==> config.mk <==
export PLATFORM = sky130hd
export DESIGN_NAME = ped_crossing_scheduler
export DESIGN_NICKNAME = d
export VERILOG_FILES = /design/src/rtl/ped_crossing_scheduler.sv
export SDC_FILE = /design/constraint.sdc
export NUM_CORES = 1
export LEC_CHECK = 0
export BUFFER_PORTS_ARGS = -buffer_cell sky130_fd_sc_hd__buf_2
export CAP_MARGIN = 20
export CORE_ASPECT_RATIO = 0.8
export CORE_MARGIN = 4
export CORE_UTILIZATION = 55
export CTS_CLUSTER_SIZE = 24
export DETAILED_ROUTE_END_ITERATION = 8
export HOLD_SLACK_MARGIN = 0.08
export PLACE_DENSITY = 0.71
export SLEW_MARGIN = 20
export SYNTH_ARGS = -nofsm -noshare
export SYNTH_HDL_FRONTEND = slang
export SYNTH_HIERARCHICAL = 1
export SYNTH_SLANG_ARGS = --single-unit
==> constraint.sdc <==
create_clock -name clk -period 3 [get_ports clk]
set_input_delay 0.6 -clock clk [delete_from_list [all_inputs] [get_ports clk]]
set_output_delay 0.6 -clock clk [all_outputs]
set_load 0.05 [all_outputs]
==> src/rtl/ped_crossing_scheduler.sv <==
// Pedestrian-crossing scheduler. Two debounced request lanes hold their arterial
// green for walk + clearance, and a round-robin arbiter shares one buzzer between them.

module ped_crossing_lane #(
  parameter int unsigned DEBOUNCE_CYC = 500000,
  parameter int unsigned WALK_CYC     = 250000000,
  parameter int unsigned CLEAR_CYC    = 150000000,
  parameter int unsigned BLINK_CYC    = 12500000,
  parameter int unsigned CNT_W        = 32
) (
  input  logic clk,
  input  logic reset,
  input  logic ped,
  input  logic green,
  output logic walk_active,
  output logic ped_light,
  output logic hold_green,
  output logic pend
);
  typedef enum logic [1:0] {ST_IDLE, ST_PEND, ST_WALK, ST_CLEAR} state_e;

  localparam logic [CNT_W-1:0] DEB_LAST   = CNT_W'(DEBOUNCE_CYC - 1);
  localparam logic [CNT_W-1:0] DEB_MAX    = CNT_W'(DEBOUNCE_CYC);
  localparam logic [CNT_W-1:0] WALK_LAST  = CNT_W'(WALK_CYC - 1);
  localparam logic [CNT_W-1:0] CLEAR_LAST = CNT_W'(CLEAR_CYC - 1);
  localparam logic [CNT_W-1:0] BLINK_LAST = CNT_W'(BLINK_CYC - 1);

  state_e           state_q, state_d;
  logic             sync1_q, sync2_q, green_q;
  logic [CNT_W-1:0] deb_cnt_q, deb_cnt_d;
  logic [CNT_W-1:0] timer_q, timer_d;
  logic [CNT_W-1:0] blink_cnt_q, blink_cnt_d;
  logic             blink_on_q, blink_on_d;
  logic             ped_light_q, ped_light_d;
  logic             hold_q, hold_d;
  logic             pend_q, pend_d;
  logic             press, green_rise, green_fall;

  // The press fires on the cycle the count would reach DEBOUNCE_CYC; saturation
  // keeps a held button from producing a second press.
  assign press      = sync2_q && (deb_cnt_q == DEB_LAST);
  assign green_rise = green & ~green_q;
  assign green_fall = ~green & green_q;

  // NOTE: every always_comb target gets a default first so no path infers a latch.
  always_comb begin
    deb_cnt_d   = '0;
    state_d     = state_q;
    timer_d     = timer_q;
    blink_cnt_d = blink_cnt_q;
    blink_on_d  = blink_on_q;

    if (sync2_q) deb_cnt_d = (deb_cnt_q == DEB_MAX) ? deb_cnt_q : deb_cnt_q + CNT_W'(1);

    unique case (state_q)
      ST_IDLE: if (press) state_d = ST_PEND;
      ST_PEND: if (green_rise) begin
        state_d = ST_WALK;
        timer_d = '0;
      end
      ST_WALK: begin
        if (green_fall) state_d = ST_IDLE;
        else if (timer_q == WALK_LAST) begin
          state_d     = ST_CLEAR;
          timer_d     = '0;
          blink_cnt_d = '0;
          blink_on_d  = 1'b1;
        end else timer_d = timer_q + CNT_W'(1);
      end
      ST_CLEAR: begin
        if (green_fall || timer_q == CLEAR_LAST) state_d = ST_IDLE;
        else begin
          timer_d = timer_q + CNT_W'(1);
          if (blink_cnt_q == BLINK_LAST) begin
            blink_cnt_d = '0;
            blink_on_d  = ~blink_on_q;
          end else blink_cnt_d = blink_cnt_q + CNT_W'(1);
        end
      end
      default: state_d = ST_IDLE;
    endcase

    ped_light_d = (state_q == ST_WALK) || (state_q == ST_CLEAR && blink_on_q);
    hold_d      = (state_q == ST_WALK) || (state_q == ST_CLEAR);
    pend_d      = (state_q == ST_PEND);
  end

  // NOTE: sequential state uses non-blocking assignments so all flops update together.
  always_ff @(posedge clk or negedge reset) begin
    if (!reset) begin
      sync1_q     <= 1'b0;
      sync2_q     <= 1'b0;
      green_q     <= 1'b0;
      deb_cnt_q   <= '0;
      state_q     <= ST_IDLE;
      timer_q     <= '0;
      blink_cnt_q <= '0;
      blink_on_q  <= 1'b0;
      ped_light_q <= 1'b0;
      hold_q      <= 1'b0;
      pend_q      <= 1'b0;
    end else begin
      sync1_q     <= ped;
      sync2_q     <= sync1_q;
      green_q     <= green;
      deb_cnt_q   <= deb_cnt_d;
      state_q     <= state_d;
      timer_q     <= timer_d;
      blink_cnt_q <= blink_cnt_d;
      blink_on_q  <= blink_on_d;
      ped_light_q <= ped_light_d;
      hold_q      <= hold_d;
      pend_q      <= pend_d;
    end
  end

  assign walk_active = (state_q == ST_WALK);
  assign ped_light   = ped_light_q;
  assign hold_green  = hold_q;
  assign pend        = pend_q;
endmodule

module ped_crossing_scheduler #(
  parameter int unsigned DEBOUNCE_CYC = 500000,
  parameter int unsigned WALK_CYC     = 250000000,
  parameter int unsigned CLEAR_CYC    = 150000000,
  parameter int unsigned BLINK_CYC    = 12500000,
  parameter int unsigned CHIRP_CYC    = 25000000,
  parameter int unsigned CNT_W        = 32
) (
  input  logic clk,
  input  logic reset,
  input  logic ped1,
  input  logic ped3,
  input  logic green1,
  input  logic green3,
  output logic ped_light1,
  output logic ped_light3,
  output logic hold_green1,
  output logic hold_green3,
  output logic pend1,
  output logic pend3,
  output logic buzzer,
  output logic buzzer_sel
);
  localparam logic [CNT_W-1:0] SLOT_LAST = CNT_W'(CHIRP_CYC - 1);
  localparam logic [CNT_W-1:0] SLOT_HALF = CNT_W'(CHIRP_CYC / 2);

  logic [1:0]       active;
  logic [CNT_W-1:0] slot_q, slot_d;
  logic             rr_q, rr_d;
  logic             gnt_vld_q, gnt_vld_d;
  logic             sel_q, sel_d;
  logic             buzzer_q, buzzer_d;
  logic             dec_vld, dec_id;

  ped_crossing_lane #(
    .DEBOUNCE_CYC(DEBOUNCE_CYC), .WALK_CYC(WALK_CYC), .CLEAR_CYC(CLEAR_CYC),
    .BLINK_CYC(BLINK_CYC), .CNT_W(CNT_W)
  ) u_lane1 (
    .clk(clk), .reset(reset), .ped(ped1), .green(green1), .walk_active(active[0]),
    .ped_light(ped_light1), .hold_green(hold_green1), .pend(pend1)
  );

  ped_crossing_lane #(
    .DEBOUNCE_CYC(DEBOUNCE_CYC), .WALK_CYC(WALK_CYC), .CLEAR_CYC(CLEAR_CYC),
    .BLINK_CYC(BLINK_CYC), .CNT_W(CNT_W)
  ) u_lane3 (
    .clk(clk), .reset(reset), .ped(ped3), .green(green3), .walk_active(active[1]),
    .ped_light(ped_light3), .hold_green(hold_green3), .pend(pend3)
  );

  // Grant is decided only at slot start; the selector then holds for the slot even
  // if the grantee stops walking, while the buzzer itself drops at once.
  always_comb begin
    slot_d    = (slot_q == SLOT_LAST) ? '0 : slot_q + CNT_W'(1);
    dec_vld   = 1'b0;
    dec_id    = rr_q;
    rr_d      = rr_q;
    sel_d     = sel_q;
    gnt_vld_d = gnt_vld_q & active[sel_q];

    if (active[rr_q]) begin
      dec_vld = 1'b1;
      dec_id  = rr_q;
    end else if (active[~rr_q]) begin
      dec_vld = 1'b1;
      dec_id  = ~rr_q;
    end

    if (slot_q == '0) begin
      gnt_vld_d = dec_vld;
      if (dec_vld) begin
        sel_d = dec_id;
        rr_d  = ~dec_id;
      end
    end

    buzzer_d = gnt_vld_d && (slot_q < SLOT_HALF);
  end

  always_ff @(posedge clk or negedge reset) begin
    if (!reset) begin
      slot_q    <= '0;
      rr_q      <= 1'b0;
      gnt_vld_q <= 1'b0;
      sel_q     <= 1'b0;
      buzzer_q  <= 1'b0;
    end else begin
      slot_q    <= slot_d;
      rr_q      <= rr_d;
      gnt_vld_q <= gnt_vld_d;
      sel_q     <= sel_d;
      buzzer_q  <= buzzer_d;
    end
  end

  assign buzzer     = buzzer_q;
  assign buzzer_sel = sel_q;
endmodule

==> results of run 1 <==
## flip-flops by register name, summed over array words and instances, names as in the netlist, 2 cells and up
| register | cells |
|---|---|
| u_lane3/deb_cnt_q | 32 |
| u_lane1/timer_q | 32 |
| u_lane1/deb_cnt_q | 32 |
| u_lane3/state_q | 2 |
| u_lane1/blink_cnt_q | 32 |
| slot_q | 32 |
| u_lane3/blink_cnt_q | 32 |
| u_lane1/state_q | 2 |
| u_lane3/timer_q | 32 |
## power groups by stage
| stage | logic (µW) | registers [µW] | clock network (µW) |
|---|---|---|---|
| 2_1_floorplan | 476 | 3570 | 0 |
| 3_3_place_gp | 699 | 3560 | 0 |
| 3_5_place_dp | 711 | 3560 | 0 |
| 4_1_cts | 715 | 3500 | 3350 |
| 5_1_grt | 798 | 3510 | 3490 |
| 6_report | 707 | 3500 | 3270 |
## per-stage QoR
step / total power [µW] / area [µm²] / util [%]
global route: 7810 / 14900 / 61.2
finish: 7470 / 14900 / 61.2
floorplan: 4050 / 13600 / -
CTS: 7560 / 14900 / 61.2
detailed placement: 4270 / 14000 / 57.5
global placement: 4250 / 14000 / 57.5
## area by class of cell
| type | instances | area [µm²] | share of cell area [%] |
|---|---|---|---|
| Multi-Input combinational cell | 1137 | 7020 | 47.2 |
| Sequential cell | 246 | 6160 | 41.4 |
| Clock buffer | 40 | 795 | 5.34 |
| Tap cell | 318 | 398 | 2.67 |
| Timing Repair Buffer | 36 | 288 | 1.93 |
| Inverter | 37 | 139 | 0.934 |
| Clock inverter | 5 | 78.8 | 0.530 |
## cell families (layout without fill, tap and decap cells)
family	Yosys count	after routing	synth area share [%]
adder cells (fa/ha/maj)	10	10	0.922
AO/OA/AOI/OAI	303	303	14.1
multiplexers	6	6	0.443
AND/OR/NAND/NOR	719	719	29.9
buffers and inverters	88	118	2.94
flip-flops	246	246	45.4
XOR/XNOR	99	99	6.39
## worst register-to-register path: stages (launching register included)
cell,delay [ns]
dfrtp_1,0.42
ha_1,0.24
and3_1,0.26
nand2_1,0.23
o31a_1,0.46
nand2_1,0.19
or4_1,0.53
a21oi_1,0.16
## placed cells by master (no fill, tap or decap), types with 10 or more instances in the layout
master / instances
a21oi_1: 48
a31oi_1: 23
and2_1: 60
and3_1: 31
and4_1: 14
buf_2: 12
buf_4: 19
clkbuf_16: 27
dfrtp_1: 246
ha_1: 10
inv_1: 37
nand2_1: 122
nand2b_1: 13
nand3_1: 86
nand4_1: 60
nor2_1: 129
nor2b_1: 25
nor3_1: 34
nor4_1: 34
o21ai_0: 68
o21ai_1: 55
o31ai_1: 40
or3_1: 27
or4_1: 15
xnor2_1: 50
xor2_1: 49
## per-layer routing
metal	part of all wire, %	wire length [µm]	global-route usage (%)	up-vias
met5	0	0	0	-
met4	1.9	550	4.95	0
met3	4.7	1380	2.98	41
met2	44	13000	32.8	268
met1	49	14500	33.3	5377
li1	-	-	-	5395
## timing repair
| item | in CTS | in global routing |
|---|---|---|
| endpoints found under the hold margin | 40 | 0 |
| setup buffers | 0 | 0 |
| hold buffers | 1 | 0 |
## worst max path at each step
stage / startpoint / to / slack, ns
floorplan: u_lane3/blink_cnt_q[24] / u_lane3/blink_cnt_q[8] / 0.68
global placement: u_lane1/timer_q[0] / u_lane1/blink_cnt_q[20] / 0.51
detailed placement: u_lane1/timer_q[0] / u_lane1/blink_cnt_q[20] / 0.46
CTS: u_lane1/timer_q[0] / u_lane1/blink_cnt_q[20] / 0.46
global route: u_lane1/timer_q[0] / u_lane1/blink_cnt_q[20] / 0.26
finish: u_lane1/timer_q[0] / u_lane1/blink_cnt_q[20] / 0.47
==> results.yml, run 1 <==
pwr:
  p_per_area_nw_per_um2: 502
  vdd_drop_max_mv: 0.449
  p_sw_share_pct: 25.2
  combPwrFrac_pct: 9.5
  leakagePower_uw: 0.00623
  pwr-share-clk_pct: 43.7
  seqPwrFrac_pct: 46.8
  p_switching_uw: 1890
  p_int_uw: 5590
worst_setup_path:
  r2r_slack_ns: 0.47
  reg2regPathDepth: 7
  cp_num_cells: 7
  critPathLaunchType: "register"
  crit_path_top_delay_cell: "or4_1"
  r2r-end: "u_lane1/blink_cnt_q[20]"
  worstPathArrival_ns: 3.00
  path_delay_family: "simple AND/OR/NAND/NOR gates"
  worstSetupPathType: "reg2reg"
  crit_path_max_fanout: 11
  cp_num_buf_inv: 0
  worstPathRequired_ns: 3.46
  crit_chain: "ha_1 -> and3_1 -> nand2_1 -> o31a_1 -> nand2_1 -> or4_1 -> a21oi_1"
  end_kind: "register"
  critPathMostFrequentCell: "nand2_1"
  cpPeakStageDelay_ns: 0.53
  r2r_start: "u_lane1/timer_q[0]"
timing:
  tns_ns: 0
  finalSetupViolCount: 0
  worst_pin_slew_ns: 0.898
  finalHoldViolCount: 0
  slew_headroom_pct: 40.1
  drv_slew: 0
  rsz0062_at_grt: "no"
  whs_ns: 0.174
  period_share_pct: 84.3
  setup_slack_ns: 0.470
  fin_crit_ns: 2.53
  max_clock_freq_mhz: 395
  fin_skew_ns: 0.0282
hold_path:
  worstHoldEndpoint: "u_lane1/sync1_q"
  hold_class: "in2reg"
  worstHoldPathCells: 1
  hp-start: "ped1"
drt:
  drt_iter0_drc: 1204
  routedWlPerCell_um: 16.2
  wirelength_mm: 29.4
  antenna_left: 0
  vias: 11100
  viasPerCell: 6.09
  drt_first_pass_iters: 5
  route.detailed.drc: 0
die:
  core_area_um2: 24300
  rows: 51
  die_width_um: 184
  ios: 14
  initial_core_util_pct: 55.8
  dieArea_um2: 27300
  die_h_um: 148
finish:
  final_nets: 1500
  drive_gt1_share_pct: 8.66
  antenna_cells: 0
  areaGrowthSynthToFinish_pct: 9.62
  layout.cells.non_filler: 1819
  nFillCells: 2066
clock_network:
  htreeDepth: 1
  cts.repair.resized: 0
  clock_latency_ns: 0.54
  cts_tree: "built"
  cts.path.max_buffers: 3
  clkSinkCount: 246
  root_buffer: "clkbuf_16"
  cts.clk_slew.worst_paths_ns: 0.06
  cts_buffers: 26
logic_synthesis:
  synth-main-ff-cell: "dfrtp_1"
  synth_area_per_cell_um2: 9.22
  synth_area_um2: 13600
  synth_seq_cells: 246
  synth_warnings: 6
  async_flop_share_pct: 100
  ys_seq_area_share_pct: 45.4
  synth_edf_count: 0
  synth.most_common_cell: "dfrtp_1"
  synthCells: 1471
  synth.area.top_cells: "dfrtp_1, nor2_1, nand2_1"
  synth_common_cells: "dfrtp_1, nor2_1, nand2_1, nand3_1, o21ai_0"
  synth_nets: 1487
  yosysTopAreaCell: "dfrtp_1"
  synth.distinct_cells: 83
  yosysTopAreaCellShare_pct: 45.4
place:
  io_buffers: 13
  dpl.cell_count: 1773
  place_congestion: 0.902
  dpl.hpwl_mm: 20.1
  place_ws_ns: 0.459
global_routing:
  grt_max_degree: 74
  grt_pass1_vias: 10400
  grt_usage_pct: 21.7
  grt_antenna_before_repair: 0
  overflow: 0
  grt_first_pass_wirelength_mm: 50.9
flow_run:
  maxCapViolations: 0
outcome:
  outcome: "finished clean"
(Power assumes the default switching activity.)
==> inputs of run 2 (changes only) <==
--- a/config.mk
+++ b/config.mk
@@ -13,7 +13,7 @@
 export CTS_CLUSTER_SIZE = 24
 export DETAILED_ROUTE_END_ITERATION = 8
 export HOLD_SLACK_MARGIN = 0.08
-export PLACE_DENSITY = 0.71
+export PLACE_DENSITY = 0.74
 export SLEW_MARGIN = 20
 export SYNTH_ARGS = -nofsm -noshare
 export SYNTH_HDL_FRONTEND = slang
==> constraint.sdc (replaced) <==
create_clock -name clk -period 2.2 [get_ports clk]
set_input_delay 0.44 -clock clk [delete_from_list [all_inputs] [get_ports clk]]
set_output_delay 0.44 -clock clk [all_outputs]
set_load 0.05 [all_outputs]
==> results.yml, run 2 (same netlist as run 1, synthesis figures left out) <==
outcome:
  outcome: "complete, but fails checks"
  violations: "negative setup slack"
die:
  dieArea_um2: 27300
  initial_core_util_pct: 55.8
  die_h_um: 148
  ios: 14
  core_area_um2: 24300
  die_width_um: 184
  rows: 51
drt:
  drt_iter0_drc: 941
  routedWlPerCell_um: 17.1
  vias: 12200
  viasPerCell: 6.09
  antenna_left: 0
  wirelength_mm: 34.3
  route.detailed.drc: 0
  drt_first_pass_iters: 7
pwr:
  vdd_drop_max_mv: 0.591
  p_switching_uw: 2740
  pwr-share-clk_pct: 39.7
  p_int_uw: 7690
  seqPwrFrac_pct: 45.3
  p_per_area_nw_per_um2: 619
  finalPower_uw: 10400
  leakagePower_uw: 0.00733
  combPwrFrac_pct: 14.9
  p_sw_share_pct: 26.3
worst_setup_path:
  endpoint: "u_lane3/blink_cnt_q[16]"
  critPathLaunchType: "register"
  end_kind: "register"
  worstSetupPathType: "reg2reg"
  cp_num_cells: 7
  reg2regPathDepth: 7
  r2r_slack_ns: -0.14
  cpPeakStageDelay_ns: 0.48
  cp_num_buf_inv: 1
  r2r-end: "u_lane3/blink_cnt_q[16]"
  crit_chain: "nor4_1 -> nand4_1 -> o31ai_4 -> buf_6 -> a21oi_1 -> o21ai_1 -> o31ai_1"
  path_delay_family: "simple AND/OR/NAND/NOR gates"
  worstPathArrival_ns: 2.75
  crit_path_max_fanout: 7
  worstPathRequired_ns: 2.61
  crit_path_top_delay_cell: "nor4_1"
  crit_path_start: "u_lane3/blink_cnt_q[29]"
  r2r_start: "u_lane3/blink_cnt_q[29]"
global_routing:
  grt_pass1_vias: 11600
  grt_antenna_before_repair: 0
  grt_usage_pct: 24.0
  grt_max_degree: 72
  overflow: 0
  grt_first_pass_wirelength_mm: 56.0
timing:
  fin_crit_ns: 2.34
  drv_slew: 0
  max_clock_freq_mhz: 428
  period_share_pct: 106
  tns_ns: -2.33
  worst_pin_slew_ns: 0.632
  rsz0062_at_grt: "yes"
  fin_skew_ns: 0.00957
  slew_headroom_pct: 57.9
  finalSetupViolCount: 31
  finalHoldViolCount: 0
  setup_slack_ns: -0.138
finish:
  drive_gt1_share_pct: 22.8
  antenna_cells: 0
  layout.cells.non_filler: 2005
  areaGrowthSynthToFinish_pct: 24.1
  final_area_um2: 16800
  final_nets: 1687
  layout_commonest_cell: "dfrtp_1"
  final_cell_mix: "dfrtp_1, buf_4, nor2_1"
clock_network:
  cts_tree: "built"
  cts.path.max_buffers: 3
  htreeDepth: 1
  root_buffer: "clkbuf_16"
  clkSinkCount: 246
  clock_latency_ns: 0.53
  cts_buffers: 26
  cts.clk_slew.worst_paths_ns: 0.06
place:
  place_ws_ns: -0.130
  dpl.hpwl_mm: 22.7
  place_congestion: 0.940
  placed_cell_area_um2: 15200
  io_buffers: 13
  dpl.cell_count: 1926
hold_path:
  hold_class: "reg2reg"
flow_run:
  maxCapViolations: 0
==> run 2: through the flow <==
stage               hold slack (ns)  util, %
floorplan                     0.144        -
CTS                           0.383     66.6
global route                  0.383     69.3
finish                        0.380     69.3
detailed placement            0.365     62.7
global placement              0.368     62.7
==> run 2: final cells by class <==
cell class                 count  area [µm²]
fill                        1827        7470
multi-input combinational   1138        7450
sequential                   246        6160
timing repair buffer         222        1890
clock buffer                  40         773
tap                          318         398
inverter                      37         139
clock inverter                 4        31.3
==> run 2: layer usage <==
metal | global-route usage [%] | up-vias | wire length (µm)
met5 | 0 | - | 0
met4 | 5.81 | 0 | 837
met3 | 3.40 | 80 | 1980
met2 | 37.6 | 441 | 15900
met1 | 35.6 | 5913 | 15600
li1 | - | 5777 | -
==> run 2: what timing repair did <==
action | in CTS | in global routing
endpoints found under the hold margin | 66 | 0
gates resized for setup | 17 | 117
pin swaps | 4 | 42
cloned | 2 | 4
endpoints found under the setup margin | 40 | 132
hold buffers | 5 | 0
buffers inserted | 4 | 21
==> run 2: worst min path at each step <==
| stage | slack [ns] | cells after the start | start | to |
|---|---|---|---|---|
| after floorplan | 0.14 | 0 | reset | buzzer |
| after global placement | 0.37 | 0 | u_lane1/sync1_q | u_lane1/sync2_q |
| after detailed placement | 0.37 | 0 | u_lane1/sync1_q | u_lane1/sync2_q |
| after CTS | 0.38 | 0 | u_lane1/sync1_q | u_lane1/sync2_q |
| after global routing | 0.38 | 0 | u_lane1/sync1_q | u_lane1/sync2_q |
| final | 0.38 | 0 | u_lane1/sync1_q | u_lane1/sync2_q |
==> run 2: power by group through the flow <==
stage                     combinational, µW  clock [µW]  sequential, µW
after floorplan                         652           0            4870
after global placement                 1300           0            4800
after detailed placement               1320           0            4800
after CTS                              1350        4260            4720
after global routing                   1680        4440            4740
final                                  1550        4140            4730
